[src/rtl/loader_pkg.sv]
// Shared types and constants for the byte-serial code-memory loader.
package loader_pkg;

  localparam int LOADER_MAX_WORDS = 64;
  localparam int BYTE_W           = 8;
  localparam int WORD_W           = 16;

  typedef enum logic [2:0] {
    IDLE = 3'd0,
    LEN  = 3'd1,
    HI   = 3'd2,
    LO   = 3'd3,
    WR   = 3'd4,
    CHK  = 3'd5,
    DONE = 3'd6,
    ERR  = 3'd7
  } state_e;

  // A frame must carry at least one word and no more than the memory holds.
  function automatic logic len_ok(input logic [BYTE_W-1:0] n);
    return (n != '0) && (n <= BYTE_W'(LOADER_MAX_WORDS));
  endfunction

endpackage

[src/rtl/code_loader.sv]
// Framed byte-stream loader that assembles big-endian words into the code memory.
// Optional trailing XOR checksum byte is enabled by defining LOADER_CHECKSUM_EN.
//
// state | meaning
// IDLE  | waiting for start, no load performed yet
// LEN   | waiting for the length byte
// HI    | waiting for the high byte of the next word
// LO    | waiting for the low byte of the next word
// WR    | one-cycle write strobe to the code memory
// CHK   | waiting for the checksum byte (checksum build only)
// DONE  | load complete, done flag held
// ERR   | frame rejected, error flag held
module code_loader
  import loader_pkg::*;
#(
  parameter int ADDR_W = 6,
  parameter int DATA_W = 16
) (
  input  logic              clk,
  input  logic              rst_n,
  input  logic              start,
  input  logic [7:0]        rx_data,
  input  logic              rx_valid,
  output logic              rx_ready,
  output logic [DATA_W-1:0] mem_data,
  output logic [ADDR_W-1:0] mem_addr,
  output logic              mem_we,
  output logic              busy,
  output logic              done,
  output logic              error,
  output logic [ADDR_W:0]   word_count
);

  localparam int CW = ADDR_W + 1;

  state_e            state_q, state_d;
  logic              rx_ready_q;
  logic              mem_we_q;
  logic              busy_q;
  logic              done_q;
  logic              error_q;
  logic [DATA_W-1:0] mem_data_q;
  logic [ADDR_W-1:0] mem_addr_q;
  logic [CW-1:0]     word_count_q;
  logic [CW-1:0]     len_q;
  logic              accept;
  logic              last_word;
`ifdef LOADER_CHECKSUM_EN
  logic [7:0]        sum_q;
`endif

  assign accept    = rx_valid && rx_ready_q;
  assign last_word = (word_count_q + CW'(1)) == len_q;

  always_comb begin
    state_d = state_q;
    case (state_q)
      IDLE, DONE, ERR: if (start) state_d = LEN;
      LEN:  if (accept) state_d = len_ok(rx_data) ? HI : ERR;
      HI:   if (accept) state_d = LO;
      LO:   if (accept) state_d = WR;
`ifdef LOADER_CHECKSUM_EN
      WR:   state_d = last_word ? CHK : HI;
      CHK:  if (accept) state_d = (rx_data == sum_q) ? DONE : ERR;
`else
      WR:   state_d = last_word ? DONE : HI;
`endif
      default: state_d = IDLE;
    endcase
  end

  // Handshake and status outputs are registered from the next state so they
  // line up exactly with the state they describe.
  always_ff @(posedge clk or negedge rst_n) begin
    if (!rst_n) begin
      state_q      <= IDLE;
      rx_ready_q   <= 1'b0;
      mem_we_q     <= 1'b0;
      busy_q       <= 1'b0;
      done_q       <= 1'b0;
      error_q      <= 1'b0;
      mem_data_q   <= '0;
      mem_addr_q   <= '0;
      word_count_q <= '0;
      len_q        <= '0;
`ifdef LOADER_CHECKSUM_EN
      sum_q        <= '0;
`endif
    end else begin
      state_q    <= state_d;
      rx_ready_q <= (state_d == LEN) || (state_d == HI) || (state_d == LO) || (state_d == CHK);
      busy_q     <= !((state_d == IDLE) || (state_d == DONE) || (state_d == ERR));
      mem_we_q   <= (state_d == WR);
      if (state_d == DONE) done_q  <= 1'b1;
      if (state_d == ERR)  error_q <= 1'b1;

      case (state_q)
        IDLE, DONE, ERR: begin
          if (state_d == LEN) begin
            done_q       <= 1'b0;
            error_q      <= 1'b0;
            word_count_q <= '0;
            mem_addr_q   <= '0;
          end
        end
        LEN: begin
          if (accept) begin
            len_q <= rx_data[CW-1:0];
`ifdef LOADER_CHECKSUM_EN
            sum_q <= rx_data;
`endif
          end
        end
        HI: begin
          if (accept) begin
            mem_data_q[DATA_W-1 -: 8] <= rx_data;
`ifdef LOADER_CHECKSUM_EN
            sum_q <= sum_q ^ rx_data;
`endif
          end
        end
        LO: begin
          if (accept) begin
            mem_data_q[7:0] <= rx_data;
`ifdef LOADER_CHECKSUM_EN
            sum_q <= sum_q ^ rx_data;
`endif
          end
        end
        WR: begin
          // Address wraps to 0 after the 64th word; no further write follows.
          mem_addr_q   <= mem_addr_q + ADDR_W'(1);
          word_count_q <= word_count_q + CW'(1);
        end
        default: ;
      endcase
    end
  end

  assign rx_ready   = rx_ready_q;
  assign mem_we     = mem_we_q;
  assign busy       = busy_q;
  assign done       = done_q;
  assign error      = error_q;
  assign mem_data   = mem_data_q;
  assign mem_addr   = mem_addr_q;
  assign word_count = word_count_q;

endmodule

[config.mk]
export PLATFORM = sky130hd
export DESIGN_NAME = code_loader
export DESIGN_NICKNAME = d
export VERILOG_FILES = /design/src/rtl/loader_pkg.sv /design/src/rtl/code_loader.sv
export SDC_FILE = /design/constraint.sdc
export NUM_CORES = 1
export LEC_CHECK = 0
export ABC_AREA = 1
export CORE_MARGIN = 8
export CORE_UTILIZATION = 45
export CTS_BUF_LIST = sky130_fd_sc_hd__clkbuf_8 sky130_fd_sc_hd__clkbuf_16
export DETAILED_ROUTE_END_ITERATION = 6
export PLACE_DENSITY = 0.72
export RECOVER_POWER = 100
export SYNTH_ARGS = -nofsm -noshare
export SYNTH_HDL_FRONTEND = slang
export SYNTH_SLANG_ARGS = --single-unit
[constraint.sdc]
create_clock -name clk -period 3.7 [get_ports clk]
set_clock_uncertainty 0.15 [all_clocks]
set_input_delay 1.11 -clock clk [delete_from_list [all_inputs] [get_ports clk]]
set_output_delay 1.11 -clock clk [all_outputs]
set_load 0.02 [all_outputs]
Yosys cells after proc, flatten, opt, wreduce, memory -nomap -nowiden. Index checks and enable logic that the tools add are counted.

Add/sub/neg operators: 2. Order comparisons: 1. Eq/ne operators: 15. Muxes and demuxes: 17. Reduce and logical (&&, ||, !) cells: 17.

Operator list (count): $eq 3x3->1 const B (7); $mux 3 (6); $pmux 3 s5 (1); $pmux 7 s2 (1); $eq 3x2->1 const B (4); $pmux 6 s2 (1); $le 8x7->1 const B (1); $reduce_and 2->1 (4); $reduce_bool 8->1 (1); $add 7x1->7 const B (1); $eq 7x7->1 (1); $mux 7 (1); $add 6x1->6 const B (1); $eq 3x1->1 const B (2); $logic_not 3->1 (2); $mux 1 (6); $mux 6 (1); $logic_or 1x1->1 (5); $reduce_or 3->1 (1); $logic_and 1x1->1 (2); $ne 2x2->1 const B (1); $reduce_bool 2->1 (1); $logic_not 1->1 (1).

Flip-flop bits (word level): 44. Output and inout bits: 34.

Logic depth before layout (Yosys ltp). Gate-level depths: netlist (run 1).

Depth after elaboration: 9. Gate-level depth with buffers: 14.

Least setup slack after synthesis (run 1). No wires, ideal clock.

Path kind: in2reg. From: input rx_valid. To: register word_count_q[2] (netlist: word_count[2]). Library setup time: 0.065 ns. Data arrival time: 2.121 ns. Required time: 3.485 ns. Path slack: 1.364 ns. Stages: 10. Path through: nand2_1 > inv_1 > nand2_2 > nand2_1 > nor2_1 > nand2_2 > nand4_4 > buf_12 > nand3_2 > nand2_1.

Longest elaborated chain between the ends: 6. Elaborated cells between the ends (all ways): 8.

Ends and longest elaborated chain: from (decl) (line code_loader.sv:23) `input logic rx_valid,`; $logic_and 1x1->1 * (line code_loader.sv:52) `assign accept = rx_valid && rx_ready_q;`; $mux 3 (on tied branches) (line code_loader.sv:61, code_loader.sv:59, code_loader.sv:60); $pmux 3 s5 * (line code_loader.sv:57) `case (state_q)`; $eq 3x1->1 * (line code_loader.sv:99) `if (state_d == LEN) begin`; $ne 2x2->1 (no source line) *; $reduce_and 2->1 (no source line) *; to (signal assigned) (line code_loader.sv:133) `word_count_q <= word_count_q + CW'(1);`; to (decl) (line code_loader.sv:44) `logic [CW-1:0] word_count_q;`.

Mark *: on every way between the ends. The rest lies on a longest branch, timed or not. A chain may end at the register's enable or synchronous reset.

Worst setup path after layout (run 1).
From: input rx_valid. To: register done_q (netlist: done).

Longest elaborated chain between the ends: 7. Elaborated cells between the ends (all ways): 10.

Ends and longest elaborated chain: $logic_and 1x1->1 * (line code_loader.sv:52); $mux 3 (on tied branches) (line code_loader.sv:61, code_loader.sv:59, code_loader.sv:60); $pmux 3 s5 * (line code_loader.sv:57); $eq 3x3->1 (line code_loader.sv:94) `if (state_d == DONE) done_q <= 1'b1;`; $mux 1 (line code_loader.sv:94); $mux 1 (line code_loader.sv:99); $mux 1 * (line code_loader.sv:97) `case (state_q)`; to (signal assigned) (line code_loader.sv:80) `done_q <= 1'b0;`; to (signal assigned) (line code_loader.sv:94); to (signal assigned) (line code_loader.sv:100) `done_q <= 1'b0;`; to (decl) (line code_loader.sv:40) `logic done_q;`.

Marks and branches as above.

==> results of run 1 <==
synthesized netlist by cell type (3+ instances only):
library cell  count  area (um^2)
nand2_1          83          312
dfrtp_1          44         1100
inv_1            34          128
o21ai_0          25          125
nand3_1          23          115
nor2_1           16         60.1
nand3_2          10          100
a21oi_1           6         30.0
inv_2             3         11.3
nand2_2           3         18.8
o21ai_1           3         15.0
where the power goes:
group | leakage [nW] | total, mW | switching, mW | internal (mW)
clock network | 0.0486 | 0.315 | 0.166 | 0.149
registers | 0.566 | 0.876 | 0.183 | 0.693
logic | 0.825 | 1.12 | 0.685 | 0.440
through the flow:
stage	utilization, %	hold WS, ns	instances
after floorplan	-	0.316	275
after global placement	57.2	0.319	382
after detailed placement	57.2	0.326	382
after CTS	59.1	0.347	390
after global routing	58.0	0.351	390
final	58.0	0.342	390
state kept, by name, indices dropped and copies added, names as in the netlist, 3 cells and up:
signal,count
mem_addr,6
word_count,7
len_q,7
mem_data,16
state_q,3
critical path: stages:
cell	delay, ns
dlygate4sd3_1	0.53
nand2_1	0.13
nor4_4	0.34
clkinvlp_2	0.41
nand2_2	0.12
nor2_1	0.08
nand4_4	0.19
inv_1	0.08
a21oi_1	0.14
routing by layer:
layer / track usage (%) / wire (um) / vias up
met4: 4.23 / 47 / 0
met3: 5.95 / 408 / 6
met2: 21.5 / 2220 / 53
met5: 0 / 0 / -
met1: 18.6 / 2360 / 893
li1: - / - / 968
cells in the final DEF, fill, tap and decap left out:
cell type and count:
xor2_1 1, clkinvlp_2 1, inv_1 36, clkdlybuf4s50_1 8, buf_4 1, buf_2 1
nand4_1 1, a21boi_1 1, nand2_2 2, nor3_2 2, nor4_4 1, a21oi_1 6
dfrtp_1 44, nand3_2 1, nand3b_1 2, nand2_1 84, o21ai_0 26, a21boi_0 2
xnor2_1 1, nand3_1 32, o21ai_1 2, nor3_1 1, clkbuf_8 6, ha_1 2
clkinvlp_4 1, or2_2 2, nor2_1 17, inv_2 2, dlygate4sd3_1 36, nand4_4 1
how the worst max path moves through the flow:
| stage | slack [ns] | cells after the start | endpoint |
|---|---|---|---|
| floorplan | 1.36 | 10 | word_count[2] |
| global placement | 0.70 | 10 | error |
| detailed placement | 0.57 | 10 | done |
| CTS | 0.89 | 10 | done |
| global route | 0.41 | 9 | done |
| finish | 0.64 | 9 | done |
logic make-up (layout without fill, tap and decap cells):
family          Yosys count  in the layout  synth area share, %
flops                    44             44                 48.9
simple gates            146            146                 31.7
compound gates           37             37                 8.73
xor+xnor                  2              2                0.779
buf+inv                  44             92                 8.73
fa+ha+maj                 2              2                 1.11
layout make-up:
| cell class | instances | area (um^2) | area share [%] |
|---|---|---|---|
| Timing Repair Buffer | 46 | 453 | 16.3 |
| Tap cell | 67 | 83.8 | 3.02 |
| Sequential cell | 44 | 1100 | 39.7 |
| Clock buffer | 6 | 82.6 | 2.98 |
| Clock inverter | 2 | 11.3 | 0.406 |
| Inverter | 38 | 144 | 5.19 |
| Multi-Input combinational cell | 187 | 898 | 32.4 |
==> impl_metrics.prom, run 1 <==
# TYPE chip_impl_metric gauge
chip_impl_info{name="status",value="finished, final reports clean"} 1
chip_impl_metric{name="buffer_ports.inserted",unit=""} 45
chip_impl_metric{name="final_setup_violation_count",unit=""} 0
chip_impl_metric{name="timing.reg2reg.setup_slack",unit="ns"} 1.45
chip_impl_info{name="crit_type",value="primary input to register"} 1
chip_impl_metric{name="global_placement_routability_congestion",unit=""} 0.840
chip_impl_metric{name="dpl_cell_area",unit="um^2"} 2740
chip_impl_metric{name="final.period_utilization",unit="%"} 82.8
chip_impl_metric{name="antenna_violations_before_repair",unit=""} 0
chip_impl_metric{name="synth.yosys.warnings",unit=""} 0
chip_impl_info{name="clock-root-buffer",value="clkbuf_8"} 1
chip_impl_metric{name="timing_worst_slew_pin_value",unit="ns"} 0.964
chip_impl_metric{name="track_usage",unit="%"} 14.5
chip_impl_info{name="unrepaired_setup_endpoints_after_global_routing",value="false"} 1
chip_impl_info{name="tritoncts",value="built"} 1
chip_impl_metric{name="final.setup.worst_slack",unit="ns"} 0.637
chip_impl_metric{name="grt_pass1_vias",unit=""} 1819
chip_impl_metric{name="post_route_cells_drive_above_1_share",unit="%"} 6.50
chip_impl_metric{name="grt_first_pass_wirelength",unit="um"} 8630
chip_impl_metric{name="post-route-min-period",unit="ns"} 3.06
chip_impl_metric{name="drcViolationCount",unit=""} 0
chip_impl_metric{name="vias",unit=""} 1920
chip_impl_metric{name="avgViaCountPerCell",unit=""} 4.92
chip_impl_metric{name="syn_inst",unit=""} 275
chip_impl_metric{name="wirelength",unit="um"} 5030
chip_impl_metric{name="drtAntennaViolNets",unit=""} 0
chip_impl_metric{name="first_iter_violations",unit=""} 70
chip_impl_info{name="startpoint",value="rx_valid"} 1
chip_impl_metric{name="pre_cts_ws",unit="ns"} 0.574
chip_impl_metric{name="worst_skew_pair.late_latency",unit="ns"} 0.30
chip_impl_metric{name="detail_route.wl_per_cell",unit="um"} 12.9
chip_impl_metric{name="insertedDiodeCount",unit=""} 0
chip_impl_metric{name="min_delay_path_depth",unit=""} 2
chip_impl_info{name="timing.hold.worst_endpoint",value="mem_data[12]"} 1
chip_impl_metric{name="cp.arrival",unit="ns"} 3.14
chip_impl_metric{name="report.final.hold_viol_count",unit=""} 0
chip_impl_metric{name="syn_avg_cell_area",unit="um^2"} 8.18
chip_impl_metric{name="power.ir.vdd_worst",unit="mV"} 0.384
chip_impl_metric{name="post-dp-hpwl",unit="um"} 3750
chip_impl_metric{name="core_area",unit="um^2"} 4790
chip_impl_info{name="hp-class",value="register to register"} 1
chip_impl_info{name="r2r_end",value="done"} 1
chip_impl_metric{name="leakage_power",unit="nW"} 1.44
chip_impl_info{name="start_kind",value="primary input"} 1
chip_impl_metric{name="htree_levels",unit=""} 2
chip_impl_metric{name="post_cts_resized",unit=""} 0
chip_impl_metric{name="post_synth_instance_area",unit="um^2"} 2250
chip_impl_metric{name="worst_setup_hold_path_clk_slew",unit="ns"} 0.08
chip_impl_metric{name="synthArstFlopShare",unit="%"} 100
chip_impl_metric{name="relSlewSlack",unit="%"} 35.7
chip_impl_metric{name="dieHeight",unit="um"} 86.7
chip_impl_metric{name="cts_setup_buffers",unit=""} 0
chip_impl_metric{name="finalInstanceArea",unit="um^2"} 2770
chip_impl_metric{name="floorplan.die_area",unit="um^2"} 7520
chip_impl_metric{name="clock.fmax",unit="MHz"} 327
chip_impl_metric{name="layout-area-overhead-vs-synth",unit="%"} 23.3
chip_impl_info{name="min-delay-start",value="mem_data[12]"} 1
chip_impl_metric{name="fp.dieW",unit="um"} 86.7
chip_impl_metric{name="syn_nets",unit=""} 289
chip_impl_metric{name="power_density",unit="nW/um^2"} 835
chip_impl_metric{name="yosysSeqAreaShare",unit="%"} 48.9
chip_impl_info{name="worstReg2RegStart",value="state_q[2]"} 1
chip_impl_metric{name="timing.final.max_slew_violations",unit=""} 0
chip_impl_metric{name="global_route.overflow_total",unit=""} 0
chip_impl_metric{name="detail_route.first_pass.iterations",unit=""} 5
chip_impl_info{name="nature_of_the_critical_path_endpoint",value="register"} 1
chip_impl_info{name="synth_ff_type",value="dfrtp_1"} 1
chip_impl_metric{name="clockBufferDepth",unit=""} 2
chip_impl_metric{name="synth-edff-count",unit=""} 0
chip_impl_metric{name="numClockSinks",unit=""} 44
chip_impl_metric{name="postCtsHoldBufs",unit=""} 0
chip_impl_metric{name="drv.max_cap_violation_count",unit=""} 0
chip_impl_metric{name="start_util",unit="%"} 47.0
chip_impl_metric{name="final_nets",unit=""} 336
chip_impl_metric{name="cp_data_required_time",unit="ns"} 3.78
chip_impl_metric{name="yosysUniqueCellTypes",unit=""} 31
chip_impl_metric{name="path_max_fanout",unit=""} 14
chip_impl_metric{name="row_count",unit=""} 25
chip_impl_metric{name="synth.ff_latch_count",unit=""} 44
chip_impl_metric{name="top_level_ports",unit=""} 46
chip_impl_metric{name="final.setup.tns",unit="ns"} 0
chip_impl_metric{name="grt_start_max_net_pins",unit=""} 45
chip_impl_metric{name="finalPower",unit="mW"} 2.32
chip_impl_metric{name="num-fill-cells",unit=""} 456
chip_impl_metric{name="cts-buffers-inserted",unit=""} 5
chip_impl_metric{name="worst-r2r-cell-count",unit=""} 7
Power figures use the tool's default switching activity.
==> run 2, diff against run 1 <==
--- a/config.mk
+++ b/config.mk
@@ -10,7 +10,7 @@
 export CORE_UTILIZATION = 45
 export CTS_BUF_LIST = sky130_fd_sc_hd__clkbuf_8 sky130_fd_sc_hd__clkbuf_16
 export DETAILED_ROUTE_END_ITERATION = 6
-export PLACE_DENSITY = 0.72
+export PLACE_DENSITY = 0.75
 export RECOVER_POWER = 100
 export SYNTH_ARGS = -nofsm -noshare
 export SYNTH_HDL_FRONTEND = slang
==> constraint.sdc (replaced) <==
create_clock -name clk -period 2.8 [get_ports clk]
set_clock_uncertainty 0.15 [all_clocks]
set_input_delay 0.84 -clock clk [delete_from_list [all_inputs] [get_ports clk]]
set_output_delay 0.84 -clock clk [all_outputs]
set_load 0.02 [all_outputs]
==> impl_metrics.prom, run 2 (synthesis gave the netlist of run 1 again) <==
# TYPE chip_impl_metric gauge
chip_impl_metric{name="cp_buf_inv_count",unit=""} 1
chip_impl_metric{name="antenna_violations_before_repair",unit=""} 0
chip_impl_metric{name="drcViolationCount",unit=""} 0
chip_impl_metric{name="power.share.sequential",unit="%"} 36.8
chip_impl_info{name="r2r_end",value="busy"} 1
chip_impl_metric{name="grt_pass1_vias",unit=""} 1838
chip_impl_metric{name="fp.dieW",unit="um"} 86.7
chip_impl_metric{name="p_int",unit="mW"} 1.77
chip_impl_metric{name="cp.depth",unit=""} 1
chip_impl_metric{name="cp_data_required_time",unit="ns"} 1.81
chip_impl_metric{name="finalInstanceArea",unit="um^2"} 2820
chip_impl_metric{name="power_share_of_the_clock_group",unit="%"} 15.7
chip_impl_info{name="layout_common_cells",value="nand2_1 (84), dfrtp_1 (44), inv_1 (35), dlygate4sd3_1 (35), nand3_1 (32)"} 1
chip_impl_metric{name="worst_path_largest_cell_delay",unit="ns"} 0.71
chip_impl_metric{name="detail_route.wl_per_cell",unit="um"} 12.4
chip_impl_metric{name="dieHeight",unit="um"} 86.7
chip_impl_metric{name="report.final.hold_viol_count",unit=""} 0
chip_impl_info{name="clock-root-buffer",value="clkbuf_8"} 1
chip_impl_metric{name="post-route-min-period",unit="ns"} 2.46
chip_impl_metric{name="insertedDiodeCount",unit=""} 0
chip_impl_metric{name="start_util",unit="%"} 47.0
chip_impl_metric{name="row_count",unit=""} 25
chip_impl_metric{name="power_switching",unit="mW"} 1.35
chip_impl_metric{name="worst_setup_hold_path_clk_slew",unit="ns"} 0.08
chip_impl_metric{name="power.ir.vdd_worst",unit="mV"} 0.511
chip_impl_metric{name="htree_levels",unit=""} 2
chip_impl_info{name="path_delay_family",value="buffers and inverters"} 1
chip_impl_metric{name="cts_setup_buffers",unit=""} 0
chip_impl_metric{name="grt_start_max_net_pins",unit=""} 45
chip_impl_metric{name="numClockSinks",unit=""} 44
chip_impl_info{name="hp-class",value="register to register"} 1
chip_impl_metric{name="avgViaCountPerCell",unit=""} 4.78
chip_impl_metric{name="final.period_utilization",unit="%"} 87.9
chip_impl_metric{name="track_usage",unit="%"} 14.2
chip_impl_metric{name="cts-buffers-inserted",unit=""} 5
chip_impl_metric{name="cp.arrival",unit="ns"} 1.47
chip_impl_metric{name="clockBufferDepth",unit=""} 2
chip_impl_metric{name="global_route.overflow_total",unit=""} 0
chip_impl_metric{name="top_level_ports",unit=""} 46
chip_impl_metric{name="final_setup_violation_count",unit=""} 0
chip_impl_info{name="start_kind",value="register"} 1
chip_impl_metric{name="dpl_cell_area",unit="um^2"} 2770
chip_impl_metric{name="detail_route.first_pass.iterations",unit=""} 4
chip_impl_metric{name="timing.final.max_slew_violations",unit=""} 0
chip_impl_info{name="worstReg2RegStart",value="word_count[0]"} 1
chip_impl_metric{name="power_density",unit="nW/um^2"} 1110
chip_impl_metric{name="postCtsHoldBufs",unit=""} 0
chip_impl_info{name="critical_path_slowest_stage_cell",value="dlygate4sd3_1"} 1
chip_impl_metric{name="wirelength",unit="um"} 4890
chip_impl_info{name="min-delay-start",value="mem_data[0]"} 1
chip_impl_metric{name="grt_first_pass_wirelength",unit="um"} 8480
chip_impl_metric{name="core_area",unit="um^2"} 4790
chip_impl_metric{name="worst-r2r-cell-count",unit=""} 11
chip_impl_metric{name="largest_register_ffs",unit=""} 16
chip_impl_metric{name="post_route_cells_drive_above_1_share",unit="%"} 7.93
chip_impl_info{name="unrepaired_setup_endpoints_after_global_routing",value="false"} 1
chip_impl_metric{name="comb_power_share",unit="%"} 47.6
chip_impl_metric{name="final.setup.tns",unit="ns"} 0
chip_impl_metric{name="relSlewSlack",unit="%"} 28.8
chip_impl_metric{name="vias",unit=""} 1890
chip_impl_metric{name="drtAntennaViolNets",unit=""} 0
chip_impl_metric{name="final_nets",unit=""} 341
chip_impl_metric{name="post-dp-hpwl",unit="um"} 3730
chip_impl_metric{name="leakage_power",unit="nW"} 1.46
chip_impl_metric{name="layout-area-overhead-vs-synth",unit="%"} 25.5
chip_impl_metric{name="clock.fmax",unit="MHz"} 406
chip_impl_metric{name="drv.max_cap_violation_count",unit=""} 0
chip_impl_metric{name="first_iter_violations",unit=""} 81
chip_impl_metric{name="floorplan.die_area",unit="um^2"} 7520
chip_impl_info{name="nature_of_the_critical_path_endpoint",value="output port"} 1
chip_impl_metric{name="path_max_fanout",unit=""} 7
chip_impl_metric{name="timing.reg2reg.setup_slack",unit="ns"} 0.68
chip_impl_info{name="timing.hold.worst_endpoint",value="mem_data[0]"} 1
chip_impl_metric{name="global_placement_routability_congestion",unit=""} 0.844
chip_impl_metric{name="buffer_ports.inserted",unit=""} 45
chip_impl_info{name="status",value="finished, final reports clean"} 1
chip_impl_info{name="final_common_cell",value="nand2_1"} 1
chip_impl_info{name="crit_type",value="register to output port"} 1
chip_impl_info{name="critical_path.cell_chain",value="dlygate4sd3_1"} 1
chip_impl_metric{name="worst_skew_pair.late_latency",unit="ns"} 0.30
chip_impl_info{name="tritoncts",value="built"} 1
chip_impl_metric{name="timing_worst_slew_pin_value",unit="ns"} 1.07
chip_impl_metric{name="power.share.switching",unit="%"} 43.3
chip_impl_metric{name="post_cts_resized",unit=""} 0
chip_impl_metric{name="min_delay_path_depth",unit=""} 2
-- run 2: worst max-delay path by stage --
| stage | slack, ns | endpoint | from |
|---|---|---|---|
| final | 0.34 | word_count[3] | word_count[3] |
| after global routing | 0.14 | done | rx_data[3] |
| after CTS | 0.32 | done | rx_data[5] |
| after detailed placement | 0.01 | done | rx_data[5] |
| after global placement | 0.11 | error | rx_data[5] |
| after floorplan | 0.73 | word_count[2] | rx_valid |
-- run 2: cell type report --
cell class                 count  area, um^2
fill                         436        1960
timing repair buffer          51         480
clock inverter                 3        42.5
inverter                      38         145
clock buffer                   5        68.8
multi-input combinational    187         902
sequential                    44        1100
tap                           67        83.8
-- run 2: power groups by stage --
stage               clock network, mW  registers, mW  logic (mW)
finish                          0.489           1.15        1.49
global route                    0.526           1.20        1.67
detailed placement                  0           1.18        1.63
CTS                             0.497           1.17        1.64
floorplan                           0           1.38       0.828
global placement                    0           1.17        1.61
-- run 2: layer usage --
layer  routed length [um]  vias up  part of all wire, %  GRT usage (%)
met1                 2270      864                   46           17.9
met4                   48        0                 0.98           4.23
li1                     -      977                    -              -
met3                  450        5                  9.2           5.86
met2                 2120       44                   43           21.5
met5                    0        -                    0              0
-- run 2: per-stage QoR --
stage / worst slack (ns) / util (%) / cells / hold slack [ns] / power [mW]
final: 0.338 / 59.0 / 395 / 0.334 / 3.13
after detailed placement: 0.0141 / 57.9 / 387 / 0.324 / 2.81
after global placement: 0.112 / 57.9 / 387 / 0.316 / 2.78
after global routing: 0.142 / 59.0 / 395 / 0.373 / 3.39
after floorplan: 0.734 / - / 275 / 0.316 / 2.21
after CTS: 0.320 / 60.3 / 395 / 0.343 / 3.31
